### config.mk
export PLATFORM = sky130hd
export DESIGN_NAME = mem_stage
export DESIGN_NICKNAME = d
export VERILOG_FILES = /design/src/rtl/mem_stage.sv
export SDC_FILE = /design/constraint.sdc
export NUM_CORES = 1
export LEC_CHECK = 0
export BUFFER_PORTS_ARGS = -buffer_cell sky130_fd_sc_hd__buf_2
export CAP_MARGIN = 20
export CORE_ASPECT_RATIO = 1.25
export CORE_MARGIN = 4
export CORE_UTILIZATION = 35
export DETAILED_ROUTE_END_ITERATION = 6
export SETUP_SLACK_MARGIN = 0.3
export SLEW_MARGIN = 0
export SYNTH_ARGS = -nofsm -noshare
export SYNTH_HDL_FRONTEND = slang
export SYNTH_SLANG_ARGS = --single-unit
export TNS_END_PERCENT = 100
### constraint.sdc
create_clock -name clk -period 2.1 [get_ports clk]
set_input_delay 0.315 -clock clk [delete_from_list [all_inputs] [get_ports clk]]
set_output_delay 0.315 -clock clk [all_outputs]
set_load 0.1 [all_outputs]
### src/rtl/mem_stage.sv
// Memory-access pipeline stage: ALU passthrough or req/ack data-memory access with byte strobes,
// load extension, upstream stall and a registered one-per-instruction writeback record.
module mem_stage #(
  parameter int unsigned TIMEOUT_CYCLES = 255
) (
  input  logic        clk,
  input  logic        rst,
  input  logic        in_valid,
  input  logic [31:0] alu_result,
  input  logic [31:0] store_data,
  input  logic        mem_read,
  input  logic        mem_write,
  input  logic [2:0]  funct3,
  input  logic [4:0]  rd,
  input  logic        reg_write,
  output logic        stall_out,
  output logic        dmem_req,
  output logic        dmem_we,
  output logic [31:0] dmem_addr,
  output logic [31:0] dmem_wdata,
  output logic [3:0]  dmem_wstrb,
  input  logic [31:0] dmem_rdata,
  input  logic        dmem_ack,
  output logic        wb_valid,
  output logic [31:0] wb_data,
  output logic [4:0]  wb_rd,
  output logic        wb_reg_write,
  output logic        misaligned,
  output logic        fault
);

  localparam int unsigned CntW = $clog2(TIMEOUT_CYCLES + 1);
  localparam logic [CntW-1:0] CntLast = CntW'(TIMEOUT_CYCLES - 1);

  typedef enum logic [0:0] {StIdle, StWait} state_e;

  state_e          state_q;
  logic [CntW-1:0] cnt_q;
  logic [1:0]      lo_q;
  logic [2:0]      funct3_q;
  logic [4:0]      rd_q;
  logic            reg_write_q;
  logic            mem_read_q;
  logic [31:0]     alu_q;

  logic        is_mem;
  logic        illegal_op;
  logic        misal;
  logic        mem_go;
  logic        timeout;
  logic [3:0]  wstrb_d;
  logic [31:0] wdata_d;
  logic [7:0]  ld_byte;
  logic [15:0] ld_half;
  logic [31:0] load_data;

  assign is_mem = mem_read | mem_write;

  always_comb begin
    illegal_op = 1'b0;
    if (mem_read && mem_write) begin
      illegal_op = 1'b1;
    end else if (mem_read) begin
      illegal_op = !(funct3 inside {3'b000, 3'b001, 3'b010, 3'b100, 3'b101});
    end else if (mem_write) begin
      illegal_op = !(funct3 inside {3'b000, 3'b001, 3'b010});
    end
  end

  always_comb begin
    misal = 1'b0;
    if (is_mem && !illegal_op) begin
      case (funct3[1:0])
        2'b01:   misal = alu_result[0];
        2'b10:   misal = |alu_result[1:0];
        default: misal = 1'b0;
      endcase
    end
  end

  assign mem_go  = in_valid & is_mem & ~illegal_op & ~misal;
  assign timeout = (state_q == StWait) && (cnt_q == CntLast);

  // Reset masks the stall so a reset cycle never freezes the upstream stage.
  assign stall_out = ~rst & (((state_q == StIdle) & mem_go) |
                             ((state_q == StWait) & ~(dmem_ack | timeout)));

  always_comb begin
    wstrb_d = 4'b1111;
    wdata_d = store_data;
    case (funct3[1:0])
      2'b00: begin
        wstrb_d = 4'b0001 << alu_result[1:0];
        wdata_d = {4{store_data[7:0]}};
      end
      2'b01: begin
        wstrb_d = alu_result[1] ? 4'b1100 : 4'b0011;
        wdata_d = {2{store_data[15:0]}};
      end
      default: begin
        wstrb_d = 4'b1111;
        wdata_d = store_data;
      end
    endcase
  end

  always_comb begin
    ld_byte = dmem_rdata[7:0];
    case (lo_q)
      2'b00: ld_byte = dmem_rdata[7:0];
      2'b01: ld_byte = dmem_rdata[15:8];
      2'b10: ld_byte = dmem_rdata[23:16];
      2'b11: ld_byte = dmem_rdata[31:24];
      default: ld_byte = dmem_rdata[7:0];
    endcase
    ld_half = lo_q[1] ? dmem_rdata[31:16] : dmem_rdata[15:0];
    case (funct3_q)
      3'b000:  load_data = {{24{ld_byte[7]}}, ld_byte};
      3'b001:  load_data = {{16{ld_half[15]}}, ld_half};
      3'b100:  load_data = {24'h0, ld_byte};
      3'b101:  load_data = {16'h0, ld_half};
      default: load_data = dmem_rdata;
    endcase
  end

  always_ff @(posedge clk) begin
    if (rst) begin
      state_q      <= StIdle;
      cnt_q        <= '0;
      lo_q         <= '0;
      funct3_q     <= '0;
      rd_q         <= '0;
      reg_write_q  <= 1'b0;
      mem_read_q   <= 1'b0;
      alu_q        <= '0;
      dmem_req     <= 1'b0;
      dmem_we      <= 1'b0;
      dmem_addr    <= '0;
      dmem_wdata   <= '0;
      dmem_wstrb   <= '0;
      wb_valid     <= 1'b0;
      wb_data      <= '0;
      wb_rd        <= '0;
      wb_reg_write <= 1'b0;
      misaligned   <= 1'b0;
      fault        <= 1'b0;
    end else begin
      wb_valid   <= 1'b0;
      misaligned <= 1'b0;
      fault      <= 1'b0;
      unique case (state_q)
        StIdle: begin
          if (in_valid) begin
            wb_data <= alu_result;
            wb_rd   <= rd;
            if (!is_mem) begin
              wb_valid     <= 1'b1;
              wb_reg_write <= reg_write;
            end else if (illegal_op) begin
              fault        <= 1'b1;
              wb_valid     <= 1'b1;
              wb_reg_write <= 1'b0;
            end else if (misal) begin
              misaligned   <= 1'b1;
              wb_valid     <= 1'b1;
              wb_reg_write <= 1'b0;
            end else begin
              dmem_req    <= 1'b1;
              dmem_we     <= mem_write;
              dmem_addr   <= {alu_result[31:2], 2'b00};
              dmem_wstrb  <= mem_write ? wstrb_d : 4'b0000;
              dmem_wdata  <= wdata_d;
              lo_q        <= alu_result[1:0];
              funct3_q    <= funct3;
              rd_q        <= rd;
              reg_write_q <= reg_write;
              mem_read_q  <= mem_read;
              alu_q       <= alu_result;
              cnt_q       <= '0;
              state_q     <= StWait;
            end
          end
        end
        StWait: begin
          if (dmem_ack) begin
            dmem_req     <= 1'b0;
            wb_valid     <= 1'b1;
            wb_data      <= mem_read_q ? load_data : alu_q;
            wb_rd        <= rd_q;
            wb_reg_write <= reg_write_q & mem_read_q;
            state_q      <= StIdle;
          end else if (timeout) begin
            dmem_req     <= 1'b0;
            fault        <= 1'b1;
            wb_valid     <= 1'b1;
            wb_data      <= alu_q;
            wb_rd        <= rd_q;
            wb_reg_write <= 1'b0;
            state_q      <= StIdle;
          end else begin
            cnt_q <= cnt_q + 1'b1;
          end
        end
        default: state_q <= StIdle;
      endcase
    end
  end

endmodule

# Yosys cells after proc, flatten, opt, wreduce, memory -nomap -nowiden
# Index checks and enable logic that the tools add are counted.
[op_classes]
addsub = 1
n_eq_ne = 21
n_bitwise = 17
shift = 1
order_cmp = 0
reduce_logical = 19
n_div = 0
n_mux = 60
multipliers = 0
[op_table]
columns = ["op", "n"]
rows = [
  ["$mux 32", 4],
  ["$pmux 32 s2", 2],
  ["$pmux 32 s4", 1],
  ["$mux 8", 6],
  ["$pmux 8 s4", 1],
  ["$mux 1", 31],
  ["$mux 16", 1],
  ["$pmux 8 s2", 1],
  ["$mux 5", 3],
  ["$eq 3x3->1 const B", 4],
  ["$ne 2x2->1 const B", 6],
  ["$pmux 1 s2", 6],
  ["$pmux 5 s2", 1],
  ["$reduce_and 5->1", 2],
  ["$add 8x1->8 const B", 1],
  ["$eq 8x8->1 const B", 1],
  ["$mux 4", 2],
  ["$pmux 4 s2", 1],
  ["$and 1x1->1", 7],
  ["$not 1->1", 7],
  ["$eq 2x2->1 const B", 3],
  ["$eq 3x1->1 const B", 2],
  ["$logic_not 3->1", 2],
  ["$reduce_and 6->1", 1],
  ["15 further kinds", 23],
]
[totals]
n_memories = 0
regBits = 162
romBits = 0
mem_bits_rw = 0
output_inout_bits = 112
latch_bits = 0
in_bits = 111

# Depth between registers and ports, before layout
# Gate-level depths: netlist of the first run.
[logic_depth]
ltp_word = 14
mapped_depth = 9
depth_no_buf = 7

# Worst setup path before layout of the first run
# Ideal clock, no wire load.
[synth_timing]
path_kind = "input to output"
from = "input port funct3[1]"
to = "output port stall_out"
stages = 7
required_time_ps = 1785
path_buffers = 1
arrival_ps = 2919
slack_ps = -1134
cell_sequence = "inv_1 > ha_1 > o21a_1 > o21ai_0 > o211ai_1 > clkbuf_1 > a21oi_1"
[synth_between]
elab_chain_len = 14
[synth_rtl]
columns = ["item", "line", "source"]
rows = [
  ["from (decl)", "13", "input logic [2:0] funct3,"],
  ["$eq 3x1->1, or another cell as far along", "64, 66", ""],
  ["$reduce_bool 3->1", "66", "illegal_op = !(funct3 inside {3'b000, 3'b001, 3'b010});"],
  ["$logic_not 1->1", "66", ""],
  ["$mux 1", "65", "end else if (mem_write) begin"],
  ["$mux 1", "63", "end else if (mem_read) begin"],
  ["$mux 1", "61", "if (mem_read && mem_write) begin"],
  ["$logic_not 1->1", "72", "if (is_mem && !illegal_op) begin"],
  ["$logic_and 1x1->1", "72", ""],
  ["$mux 1", "72", ""],
  ["$not 1->1 (no source line)", "--", ""],
  ["$and 1x1->1 *", "81", "assign mem_go = in_valid & is_mem & ~illegal_op & ~misal;"],
  ["$and 1x1->1 *", "85", "assign stall_out = ~rst & (((state_q == StIdle) & mem_go) |"],
  ["$or 1x1->1 *", "85", ""],
  ["$and 1x1->1 *", "85", ""],
  ["to (decl)", "16", "output logic stall_out,"],
]
# Every way passes the cells marked *; elsewhere a longest branch is shown, timed or not.

# Final worst setup path of the first run
# Ends and elaborated chain as after synthesis.

==> qor.yml, run 1 <==
ir_drop_uv: 469
drive_gt1_share_pct: 46.0
power_frac_seq_pct: 35.3
arrival_ns: 1.81
ys_seq_area_share_pct: 39.7
port_buffers: 220
drt_drc_violations_left: 0
rsz0062_at_grt: "true"
netSwitchingFraction_pct: 36.0
slowest_stage: "or2_4"
worst_slack_ns: -0.0299
internal_power_mw: 4.87
ys_ff_latch: 130
yosysWarnings: 0
ys_async_sr_fraction_pct: 0
finalSetupViolCount: 11
setup.worst_path.end_class: "output port"
wl_per_cell_microns: 19.7
grt.total_usage_pct: 22.6
outcome: "complete, but fails checks"
crit_type: "input pin to output port"
crit_chain: "buf_8 -> clkinvlp_4 -> ha_4 -> or2_4 -> o21a_1 -> o211ai_1 -> buf_4 -> a21oi_4 -> buf_12"
leakage_nw: 4.12
vias: 7318
drt_wl_total_microns: 26400
coreArea_sq_um: 18200
instances_no_fill: 1342
switching_power_mw: 2.74
rows: 55
clk_latency_ns: 0.42
cts_tree: "built"
dp.cells: 1264
hold_depth: 3
areaGrowthSynthToFinish_pct: 55.5
slew-limit-headroom_pct: 66.0
tightestPinTransition_ns: 0.514
htree_levels: 4
hp-class: "input pin to flop"
ys.flop_type: "dfxtp_1"
gp_congestion: 0.870
clock_path_buffers: 2
num_io_pins: 223
numCtsBuffers: 17
min_period_over_period_pct: 101
combPwrFrac_pct: 27.8
hold_buffers: 0
drt-pass1-iter-count: 7
final.setup_skew_ns: 0.00817
die_w_microns: 130
violations: "setup timing"
setup_tns_ns: -0.0990
fmax_mhz: 470
clkTransAtPathRegs_ns: 0.06
grt_pass1_vias: 6870
drt_iter0_markers: 673
fin_crit_ns: 2.13
antenna_found_initial: 0
cts_num_sinks: 130
maxCapViolCount: 0
cp_max_fo: 3
syn_avg_cell_area_sq_um: 7.61
syn_inst: 862
via_per_inst: 5.45
grt_pass1_wl_microns: 37500
start_util_pct: 36.0
start_kind: "input pin"
power.density_nw_per_um2: 746
netlist_area_sq_um: 6560
reg2reg_depth: 13
synth-edff-count: 0
worstPathRequired_ns: 1.78
die_area_sq_um: 21000
yosys.cell_types.count: 49
grt_max_degree: 36
antenna_left: 0
utilization_pct: 55.9
dp_hpwl_microns: 17300
p_clk_share_pct: 36.9
hold_viol: 0
clockRootBuffer: "clkbuf_16"
grt.overflow.total: 0
die_h_microns: 161
nets: 1217
cpPeakStageDelay_ns: 0.25
maxSlewViolCount: 0
## power by group through the flow
stage	Combinational, mW	Sequential (mW)	Clock [mW]
6_report	2.12	2.68	2.81
3_5_place_dp	1.78	2.73	0
3_3_place_gp	1.77	2.72	0
4_1_cts	1.91	2.68	2.83
5_1_grt	2.21	2.70	2.93
2_1_floorplan	0.627	3.42	0
## synthesized netlist by cell type, types with 7 or more instances
| cell type | instances | area (sq um) |
|---|---|---|
| dfxtp_1 | 130 | 2600 |
| nand2_1 | 125 | 469 |
| a21oi_1 | 102 | 510 |
| o21ai_0 | 91 | 455 |
| nor2_1 | 77 | 289 |
| clkbuf_1 | 57 | 214 |
| a211oi_1 | 50 | 375 |
| buf_4 | 32 | 240 |
| nor3_1 | 30 | 150 |
| and2_1 | 20 | 125 |
| a22o_1 | 14 | 123 |
| nand3_1 | 14 | 70.1 |
| mux2i_1 | 11 | 110 |
| a2111oi_0 | 10 | 87.6 |
| inv_1 | 10 | 37.5 |
| o21a_1 | 9 | 67.6 |
| and3_1 | 8 | 50.1 |
| buf_2 | 8 | 40.0 |
| nor2b_1 | 7 | 43.8 |
## critical path, delay by kind of cell
| kind | cells | cell delay (ns) |
|---|---|---|
| and+or+nand+nor | 1 | 0.25 |
| AOI/OAI and AO/OA | 3 | 0.48 |
| adders and majority gates | 1 | 0.21 |
| buffers and inverters | 4 | 0.57 |
## metrics by stage
step           setup WS, ns  area (sq um)  total power, mW  hold WS [ns]
2_1_floorplan        -0.120          6700             4.05         0.410
3_3_place_gp         -0.175          8040             4.50         0.441
3_5_place_dp         -0.206          8040             4.51         0.446
4_1_cts            -0.00220          9180             7.42         0.132
5_1_grt             -0.0948         10200             7.84         0.141
6_report            -0.0299         10200             7.61         0.143
## state kept, by name, summed over array words and instances, names as in the netlist, 3 cells and up
name,flops
dmem_wstrb,4
wb_data,32
funct3_q,3
rd_q,5
alu_q,31
cnt_q,8
wb_rd,5
dmem_wdata,32
## path summary, 6_finish.rpt
check	slack (ns)	end	from
min reg2reg	0.45	dmem_wdata[1]$_SDFFE_PP0P_	dmem_wdata[1]$_SDFFE_PP0P_
max	-0.03	stall_out	funct3[1]
max reg2reg	0.04	cnt_q[6]$_SDFFE_PP0P_	state_q$_SDFF_PP0_
min	0.14	alu_q[24]$_SDFFE_PP0P_	alu_result[24]
## cell type report
type                       instances  area, sq um
clock inverter                    10         86.3
multi-input combinational        626         4320
clock buffer                      21          460
antenna                            1         2.50
sequential                       130         2610
inverter                          10         43.8
timing repair buffer             316         2390
fill                            1648         8040
tap                              228          285
## cells in the final DEF (no fill, tap or decap), types with 8 or more instances in the layout
cell / netlist / routed
buf_2: 8 / 216
o21ai_0: 91 / 86
mux2i_1: 11 / 11
clkbuf_16: 0 / 25
nand3_1: 14 / 13
nand2_1: 125 / 80
nor2_2: 0 / 9
buf_12: 0 / 17
nor2_1: 77 / 64
and2_1: 20 / 17
a21oi_1: 102 / 67
a21oi_2: 0 / 34
a211oi_2: 0 / 20
nor3_1: 30 / 28
buf_4: 32 / 45
nand2_2: 0 / 27
a211oi_1: 50 / 28
a22o_1: 14 / 14
and3_1: 8 / 8
dfxtp_1: 130 / 125
a2111oi_4: 0 / 9
buf_6: 0 / 23
nand2_4: 0 / 18
## routing by layer
metal  GRT usage, %  part of all wire (%)  up-vias
li1               -                     -     3513
met1           26.5                    38     3432
met2           39.5                    51      311
met3           5.79                   7.9       62
met4           8.14                   3.4        0
met5              0                     0        -
## cells by family after synthesis
kind of cell             synth area share, %
AO/OA/AOI/OAI                           28.0
AND/OR/NAND/NOR                         20.3
flip-flops                              39.7
buffers and inverters                   8.17
multiplexers                            2.02
XOR/XNOR                               0.802
adder cells (fa/ha/maj)                0.954
other                                 0.0572
## repair_timing
item                                    4_1_cts  5_1_grt
endpoints found under the setup margin       71      122
buffers inserted                             18       13
pin swaps                                    58       42
cloned                                        5       10
gates resized for setup                      96      151
Power figures use the tool's default switching activity.
==> run 2: changes to the inputs <==
--- a/config.mk
+++ b/config.mk
@@ -5,6 +5,7 @@
 export SDC_FILE = /design/constraint.sdc
 export NUM_CORES = 1
 export LEC_CHECK = 0
+export ABC_AREA = 1
 export BUFFER_PORTS_ARGS = -buffer_cell sky130_fd_sc_hd__buf_2
 export CAP_MARGIN = 20
 export CORE_ASPECT_RATIO = 1.25
==> qor.yml, run 2 <==
drt-pass1-iter-count: 5  # was 7
outcome: "completed"  # was complete, but fails checks
grt_max_degree: 54  # was 36
min_period_over_period_pct: 91.0  # was 101%
fmax_mhz: 523  # was 470 MHz
drive_gt1_share_pct: 29.1  # was 46.0%
ys_seq_area_share_pct: 38.9  # was 39.7%
nets: 1294  # was 1,217
clkTransAtPathRegs_ns: 0.05  # was 0.06 ns
maxCapViolCount: 0  # unchanged
rsz0062_at_grt: "true"  # unchanged
yosysWarnings: 0  # unchanged
drt_drc_violations_left: 0  # unchanged
netlist_area_sq_um: 6700  # was 6560 sq um
drt_wl_total_microns: 23700  # was 26,400 microns
coreArea_sq_um: 18800  # was 18,200 sq um
worstPathRequired_ns: 1.78  # about the same
setup.worst_path.end_class: "output port"  # unchanged
setup_tns_ns: 0  # was -0.0990 ns
yosysMostFrequentCell: "nand2_1"  # was dfxtp_1
drt_iter0_markers: 471  # was 673
cp_max_fo: 4  # was 3
antenna_left: 0  # unchanged
rows: 56  # was 55
cts_tree: "built"  # unchanged
power.density_nw_per_um2: 920  # was 746 nW/um^2
vias: 7187  # was 7,318
gp_congestion: 0.931  # was 0.870
hold_viol: 0  # unchanged
clock_path_buffers: 2  # unchanged
diodes: 0  # was 1
antenna_found_initial: 2  # was 0
via_per_inst: 5.05  # was 5.45
ys_async_sr_fraction_pct: 0  # unchanged
start_kind: "input pin"  # unchanged
hold_ws_ns: 0.150  # was 0.143 ns
arrival_ns: 1.60  # was 1.81 ns
netlist.area_leader.share_pct: 38.9  # was 39.7%
tightestPinTransition_ns: 0.522  # was 0.514 ns
crit_type: "input pin to output port"  # unchanged
final_cell_mix: "buf_2, nand2_1, dfxtp_1"  # was buf_2, dfxtp_1, o21ai_0
finalSetupViolCount: 0  # was 11
routed.top_layer: "met5"  # was met4
maxSlewViolCount: 0  # unchanged
clk_latency_ns: 0.41  # was 0.42 ns
cts_num_sinks: 130  # unchanged
wl_met1_microns: 9620  # was 9920 microns
grt_pass1_vias: 6640  # was 6,870
syn_inst: 991  # was 862
mostFrequentLayoutCell: "buf_2"  # unchanged
leakage_nw: 4.05  # was 4.12 nW
synth-edff-count: 0  # unchanged
ir_drop_uv: 482  # was 469 uV
ys.flop_type: "dfxtp_1"  # unchanged
ys_ff_latch: 130  # unchanged
synth_area_leaders: "dfxtp_1, nand2_1, a21oi_1"  # was dfxtp_1, a21oi_1, nand2_1
grt.total_usage_pct: 20.5  # was 22.6%
die_w_microns: 132  # was 130 microns
num_io_pins: 223  # unchanged
synth_commonest_cells: "nand2_1, dfxtp_1, a21oi_1, nor2_1, o21ai_0"  # was dfxtp_1, nand2_1, a21oi_1, o21ai_0, nor2_1
port_buffers: 220  # unchanged
wl_met2_microns: 11700  # was 13,500 microns
die_area_sq_um: 21400  # was 21,000 sq um
clockRootBuffer: "clkbuf_16"  # unchanged
areaGrowthSynthToFinish_pct: 31.3  # was 55.5%
fin_crit_ns: 1.91  # was 2.13 ns
reg_top3: "dmem_wdata x32, wb_data x32, alu_q x31"  # unchanged
wl_per_cell_microns: 16.6  # was 19.7 microns
htree_levels: 4  # unchanged
dp_hpwl_microns: 16700  # was 17,300 microns
yosysTopAreaCell: "dfxtp_1"  # unchanged
grt_pass1_wl_microns: 35200  # was 37,500 microns
wl_met3_microns: 1850  # was 2100 microns
start_util_pct: 35.7  # was 36.0%
slew-limit-headroom_pct: 65.2  # was 66.0%
grt.overflow.total: 0  # unchanged
die_h_microns: 163  # was 161 microns
yosys.cell_types.count: 36  # was 49
total_power_mw: 8.09  # was 7.61 mW
hp-class: "input pin to flop"  # unchanged
numCtsBuffers: 17  # unchanged
syn_avg_cell_area_sq_um: 6.76  # was 7.61 sq um
final.setup_skew_ns: 0.00852  # was 0.00817 ns
==> run 2: changes by cell type after synthesis, sizes merged, moves of 20 or more <==
| cell | change |
|---|---|
| nor2 | +45 |
| clkbuf | -34 |
| a211oi | -51 |
| and2 | -20 |
| buf | +32 |
| o21ai | +51 |
| nor3 | -29 |
| nand3 | +49 |
| a21oi | +23 |
| inv | +62 |
| nand2 | +67 |
==> run 2: report_power, final <==
part / leakage [nW] / switching (mW) / internal, mW / total (mW)
Sequential: 1.07 / 0.0932 / 2.64 / 2.73
Combinational: 2.69 / 1.85 / 0.513 / 2.36
Clock: 0.290 / 1.09 / 1.91 / 3.00
==> run 2: final cells by class <==
class	instances	area, sq um
Clock inverter	7	97.6
Timing Repair Buffer	262	1600
Fill cell	1930	9980
Inverter	73	278
Clock buffer	25	505
Tap cell	232	290
Multi-Input combinational cell	694	3410
Sequential cell	130	2620
==> run 2: per-stage QoR <==
step / cells / area (sq um) / worst slack, ns / utilization [%]
after global placement: 1377 / 7880 / -0.0499 / 42.0
final: 1423 / 8790 / 0.188 / 46.8
after detailed placement: 1377 / 7880 / -0.0975 / 42.0
after floorplan: 992 / 6740 / -0.139 / -
after global routing: 1423 / 8790 / 0.125 / 46.8
after CTS: 1413 / 8570 / 0.184 / 45.6
==> run 2: logic make-up after synthesis <==
logic type | after synthesis | synth area share [%]
other | 1 | 0.0560
and+or+nand+nor | 391 | 24.4
DFF | 130 | 38.9
buffers and inverters | 169 | 12.6
AOI/OAI and AO/OA | 289 | 22.4
xor gates and xnor gates | 6 | 0.785
adders and majority gates | 5 | 0.934
==> run 2: critical path, stage by stage <==
cell	delay, ns
buf_8	0.08
clkinvlp_4	0.14
ha_4	0.21
nand2_2	0.07
nand2_2	0.05
nand2_2	0.07
nor2_4	0.04
nor2_4	0.13
nand3_4	0.11
a21oi_4	0.18
buf_12	0.19
==> run 2: timing repair <==
action,4_1_cts,5_1_grt
cloned,0,6
resized for setup,15,25
buffers inserted,4,4
setup endpoints to repair,25,28
pin swaps,5,8
hold buffers,0,0
==> run 2: final timing paths <==
path                                                  from                    endpoint  slack (ns)  depth (start not counted)
worst min-delay path                        alu_result[19]      alu_q[19]$_SDFFE_PP0P_        0.15                          3
worst max register to register       cnt_q[0]$_SDFFE_PP0P_    wb_data[22]$_SDFFE_PP0P_        0.36                         11
worst min register to register  dmem_wdata[7]$_SDFFE_PP0P_  dmem_wdata[7]$_SDFFE_PP0P_        0.44                          2
worst max-delay path                             funct3[1]                   stall_out        0.19                         11
==> run 2: layer usage <==
layer / track usage [%] / vias to the layer above
met3: 6.24 / 35
li1: - / 3597
met1: 24.3 / 3278
met2: 35.4 / 273
met5: 0 / -
met4: 7.07 / 4
